==> config.mk <==
export PLATFORM = sky130hd
export DESIGN_NAME = dac_cmd_responder
export DESIGN_NICKNAME = d
export VERILOG_FILES = /design/src/rtl/dac_cmd_responder.sv
export SDC_FILE = /design/constraint.sdc
export NUM_CORES = 1
export LEC_CHECK = 0
export CAP_MARGIN = 15
export CELL_PAD_IN_SITES_DETAIL_PLACEMENT = 0
export CELL_PAD_IN_SITES_GLOBAL_PLACEMENT = 1
export CORE_UTILIZATION = 40
export CTS_BUF_LIST = sky130_fd_sc_hd__clkbuf_8
export DETAILED_ROUTE_END_ITERATION = 8
export PLACE_DENSITY = 0.89
export SKIP_CTS_REPAIR_TIMING = 1
export SLEW_MARGIN = 20
export SYNTH_ARGS = -nofsm -noshare
export SYNTH_HDL_FRONTEND = slang
export SYNTH_SLANG_ARGS = --single-unit
==> constraint.sdc <==
create_clock -name clk -period 5.62 [get_ports clk]
set_input_delay 0.843 -clock clk [delete_from_list [all_inputs] [get_ports clk]]
set_output_delay 0.843 -clock clk [all_outputs]
set_load 0.02 [all_outputs]
==> src/rtl/dac_cmd_responder.sv <==
// Command-bus slave that shifts 16-bit frames to a serial DAC and strobes its LDAC input.
// Optional macro DAC_HOLD_REG_EN adds a one-entry holding register for writes arriving while busy.
`default_nettype none

module dac_cmd_responder #(
  parameter int POSITION = 50,
  parameter int CLK_DIV  = 2
) (
  input  logic        clk,
  input  logic        rst,
  input  logic        enable,
  input  logic [18:0] addr,
  input  logic        data_wr,
  input  logic [31:0] data_in,
  output logic        busy,
  output logic        overflow,
  output logic        dac_sclk,
  output logic        nSync,
  output logic        dac_din,
  output logic        nLdac
);

  localparam logic [18:0] A_DATA   = 19'(POSITION);
  localparam logic [18:0] A_CTRL   = 19'(POSITION + 1);
  localparam logic [18:0] A_LDAC   = 19'(POSITION + 2);
  localparam logic [7:0]  DIV_LAST = 8'(CLK_DIV - 1);

  typedef enum logic [2:0] {
    S_IDLE  = 3'd0,
    S_SYNC  = 3'd1,
    S_SHIFT = 3'd2,
    S_GAP   = 3'd3,
    S_LDAC  = 3'd4
  } state_t;

  state_t      state, state_nx;
  logic [7:0]  div, div_nx;
  logic        half, half_nx;
  logic        tail, tail_nx;
  logic [3:0]  bit_cnt, bit_cnt_nx;
  logic [15:0] shreg, shreg_nx;
  logic        auto_ldac;
  logic        ldac_req;
  logic        take_hold, take_ldac;
  logic        hold_valid;
  logic [15:0] hold_data;
  logic        store, drop;

  wire unused_hi = &{1'b0, data_in[31:16]};

  wire wr_ok     = enable && data_wr;
  wire wr_data   = wr_ok && (addr == A_DATA);
  wire wr_ctrl   = wr_ok && (addr == A_CTRL);
  wire wr_ldac   = wr_ok && (addr == A_LDAC);
  wire phase_end = (div == DIV_LAST);

  assign busy = !((state == S_IDLE) && !hold_valid && !ldac_req);
  wire start_direct = wr_data && !busy;

`ifdef DAC_HOLD_REG_EN
  assign store = wr_data && busy && !hold_valid;
  assign drop  = wr_data && busy && hold_valid;

  always_ff @(posedge clk) begin
    if (rst) begin
      hold_valid <= 1'b0;
      hold_data  <= '0;
    end else if (take_hold) begin
      hold_valid <= 1'b0;
    end else if (store) begin
      hold_valid <= 1'b1;
      hold_data  <= data_in[15:0];
    end
  end
`else
  assign store      = 1'b0;
  assign drop       = wr_data && busy;
  assign hold_valid = 1'b0;
  assign hold_data  = '0;
`endif

  always_ff @(posedge clk) begin
    if (rst) begin
      state     <= S_IDLE;
      div       <= '0;
      half      <= 1'b0;
      tail      <= 1'b0;
      bit_cnt   <= '0;
      shreg     <= '0;
      auto_ldac <= 1'b1;
      ldac_req  <= 1'b0;
      overflow  <= 1'b0;
    end else begin
      state   <= state_nx;
      div     <= div_nx;
      half    <= half_nx;
      tail    <= tail_nx;
      bit_cnt <= bit_cnt_nx;
      shreg   <= shreg_nx;
      if (wr_ctrl) auto_ldac <= data_in[0];
      if (wr_ldac) ldac_req <= 1'b1;
      else if (take_ldac) ldac_req <= 1'b0;
      if (drop) overflow <= 1'b1;
      else if (wr_ctrl && data_in[1]) overflow <= 1'b0;
    end
  end

  // Timing runs in half-periods of CLK_DIV cycles; 'half' selects the second half of a bit/gap/pulse.
  always_comb begin
    state_nx   = state;
    div_nx     = phase_end ? 8'd0 : div + 8'd1;
    half_nx    = half;
    tail_nx    = tail;
    bit_cnt_nx = bit_cnt;
    shreg_nx   = shreg;
    take_hold  = 1'b0;
    take_ldac  = 1'b0;
    case (state)
      S_IDLE: begin
        div_nx = '0;
        if (hold_valid) begin
          state_nx  = S_SYNC;
          shreg_nx  = hold_data;
          take_hold = 1'b1;
        end else if (start_direct) begin
          state_nx = S_SYNC;
          shreg_nx = data_in[15:0];
        end else if (ldac_req) begin
          state_nx  = S_LDAC;
          half_nx   = 1'b0;
          take_ldac = 1'b1;
        end
      end
      S_SYNC: begin
        if (phase_end) begin
          state_nx   = S_SHIFT;
          half_nx    = 1'b0;
          tail_nx    = 1'b0;
          bit_cnt_nx = 4'd15;
        end
      end
      S_SHIFT: begin
        if (phase_end) begin
          if (tail) begin
            state_nx = S_GAP;
            half_nx  = 1'b0;
            tail_nx  = 1'b0;
          end else if (!half) begin
            half_nx  = 1'b1;
            shreg_nx = {shreg[14:0], 1'b0};
          end else if (bit_cnt == 4'd0) begin
            // Hold nSync low with sclk high for one more half-period after bit0.
            tail_nx = 1'b1;
          end else begin
            bit_cnt_nx = bit_cnt - 4'd1;
            half_nx    = 1'b0;
          end
        end
      end
      S_GAP: begin
        if (phase_end) begin
          if (!half) half_nx = 1'b1;
          else begin
            half_nx  = 1'b0;
            state_nx = auto_ldac ? S_LDAC : S_IDLE;
          end
        end
      end
      S_LDAC: begin
        if (phase_end) begin
          if (!half) half_nx = 1'b1;
          else begin
            half_nx  = 1'b0;
            state_nx = S_IDLE;
          end
        end
      end
      default: state_nx = S_IDLE;
    endcase
  end

  assign nSync    = !((state == S_SYNC) || (state == S_SHIFT));
  assign dac_sclk = !((state == S_SHIFT) && !tail && !half);
  assign dac_din  = shreg[15];
  assign nLdac    = (state != S_LDAC);

endmodule

`default_nettype wire
==> flow_metrics.tcl <==
set metrics [dict create \
    max_slew_margin_pct 28.7 \
    rsz0062_at_grt "false" \
    async_reset_ff_share_pct 0 \
    worstPathCellList "nor3b_4 -> buf_4 -> nand2_1 -> clkdlybuf4s50_1" \
    timing.reg2reg.setup_slack_ns 3.12 \
    place.detailed.hpwl_um 3320 \
    routedWlPerCell_um 13.0 \
    crit_fanout 25 \
    grt_pass1_wl_um 8000 \
    avgSynthCellArea_um2 9.06 \
    area_growth_pct 26.7 \
    vias_per_cell 5.28 \
    grt_overflow 0 \
    post-synth-top-count-cell "dfxtp_1" \
    peakVddDrop_mv 0.157 \
    leakage_nw 1.04 \
    fin_skew_ns 0.00848 \
    critPathMaxStageDelay_ns 0.58 \
    firstDrtPassIters 4 \
    pre_cts_ws_ns 2.45 \
    drc 0 \
    worst_slew_pin_slew_ns 1.07 \
    die_area_mm2 0.00590 \
    r2r-start "state[0]" \
    h-tree-depth 2 \
    synthDistinctLibCells 55 \
    clk_path_buf_depth 2 \
    start_util_pct 42.7 \
    grt_max_degree 44 \
    pwr_density_cell_mw_per_mm2 200 \
    num-fill-cells 479 \
    status "finished, final reports clean" \
    dp.cells 350 \
    ys_top_cells_by_count "dfxtp_1 (36), nor2_1 (31), mux2i_1 (19)" \
    fmax_mhz 329 \
    synth_fp_nets 306 \
    drt-total-wl_um 4660 \
    finish.utilization_pct 54.1 \
    cts.sink_count 36 \
    fp.coreArea_mm2 0.00524 \
    synth_seq_cells 36 \
    yosys.area.top_type_share_pct 32.2 \
    min_path_type "flop to flop" \
    cp_slowest_cell "dfxtp_1" \
    hold_violations 0 \
    finalMaxSlewViolations 0 \
    period_share_pct 54.1 \
    drt-initial-drc-count 105 \
    cts_buffers 5 \
    synth_edf_count 0 \
    fin_crit_ns 3.04 \
    setup_violations 0 \
    die_width_um 76.8 \
    yosysSeqAreaShare_pct 32.2 \
    grt_pass1_vias 1829 \
    layout.cells.non_filler 358 \
    die_y_um 76.8 \
    postRouteAntennaNets 0 \
    ys.flop_type "dfxtp_1" \
    grt_usage_pct 16.8 \
    worstPathRequired_ns 4.78 \
    crit_arrival_ns 2.20 \
    total_power_uw 567 \
    antenna_cells 0 \
    yosysTopAreaCell "dfxtp_1" \
    cts_tree "done" \
    end_kind "output port" \
    maxCapViolations 0 \
    worstReg2RegEnd "shreg[5]" \
    synthTopCellsByArea "dfxtp_1 (32%), mux2i_1 (8.5%), mux2_4 (6.7%)" \
    vias 1890 \
    antenna_found_initial 0 \
    hp-start "overflow" \
    drive_gt1_share_pct 12.2 \
    cp-start-kind "flop" \
    num_rows 26 \
    r2r_cells 6 \
    cts.reportedPaths.clkPinSlew_ns 0.08 \
    nets 346 \
    worstSetupPathType "flop to output port" \
    num_io_pins 61 \
    min_path_cells 2 \
    synthCells 247 \
    synth_area_mm2 0.00224 \
    fin_setup_tns_ns 0 \
    routabilityCongestion 0.788 \
    cts-root-buf "clkbuf_8" \
    port_buffers 44 \
    clkLatencyLatePin_ns 0.29 \
    whs_endpoint "overflow" \
    yosys_warnings 0 \
    layout_setup_ws_ns 2.58 \
]
==> metrics by stage <==
stage / hold WS, ns / instance area (um2)
2_1_floorplan: 0.453 / 2240
6_report: 0.481 / 2840
3_3_place_gp: 0.465 / 2730
4_1_cts: 0.489 / 2840
5_1_grt: 0.516 / 2840
3_5_place_dp: 0.469 / 2730
==> kinds of logic after synthesis <==
kind of cell / Yosys count / share of synthesized area, %
AO/OA/AOI/OAI: 37 / 13.0
XOR/XNOR: 7 / 2.74
adder cells (fa/ha/maj): 4 / 2.24
buffers and inverters: 23 / 4.31
flip-flops: 36 / 32.2
multiplexers: 34 / 17.7
AND/OR/NAND/NOR: 106 / 27.8
==> state kept, by name, indices dropped and copies added, names as in the netlist <==
name       cells
shreg         16
div            8
bit_cnt        4
state          3
auto_ldac      1
half           1
ldac_req       1
overflow       1
tail           1
==> worst max path at each step <==
stage	cells past startpoint	to	slack [ns]	from
detailed placement	5	shreg[5]	2.45	addr[7]
global placement	5	shreg[3]	2.46	addr[7]
finish	4	dac_sclk	2.58	state[1]
global route	4	dac_sclk	2.43	state[1]
CTS	4	dac_sclk	2.55	state[1]
floorplan	6	shreg[10]	3.34	addr[7]
==> critical path: cells and delay by family, from the launching register on <==
kind	cells	cell delay [ns]
buffers and inverters	2	0.93
and+or+nand+nor	2	0.39
DFF	1	0.58
==> final cells by class <==
cell class | instances | area [um2] | area share, %
Sequential cell | 36 | 721 | 25.4
Clock buffer | 5 | 68.8 | 2.43
Tap cell | 70 | 87.6 | 3.09
Clock inverter | 3 | 38.8 | 1.37
Timing Repair Buffer | 46 | 455 | 16.1
Inverter | 10 | 37.5 | 1.32
Multi-Input combinational cell | 188 | 1430 | 50.3
==> report_power, final <==
part / leakage (nW) / switching [mW] / internal [mW] / total [mW]
Sequential: 0.290 / 0.00541 / 0.257 / 0.262
Clock: 0.0593 / 0.0943 / 0.130 / 0.224
Combinational: 0.686 / 0.0360 / 0.0447 / 0.0807
Total: 1.04 / 0.136 / 0.431 / 0.567
==> routing by layer <==
layer	routed length, um	GRT usage [%]	part of all wire (%)	vias to the layer above
met5	0	0	0	-
li1	-	-	-	974
met2	2140	27.6	46	38
met1	2250	20.7	48	870
met3	192	4.17	4.1	8
met4	73	6.92	1.6	0
==> layout by cell type (no fill, tap or decap), types with 2 or more instances in the layout <==
cell	instances
mux2i_1	19
mux2_2	5
a311oi_1	4
clkdlybuf4s50_1	44
and4_1	2
nor4b_1	2
nand3_1	10
xor2_1	6
and3_1	5
nor2b_1	16
mux2_4	10
nand4_1	3
a41oi_1	4
and2_1	2
dfxtp_1	36
o21ai_0	5
inv_1	10
nor3_1	3
buf_4	2
a31oi_1	6
nand2_1	10
nand2b_1	4
a211oi_1	3
nor2_1	31
ha_1	4
a21oi_1	4
clkbuf_8	5
nor4_1	4
No activity file was read; power rests on OpenSTA's default activity.
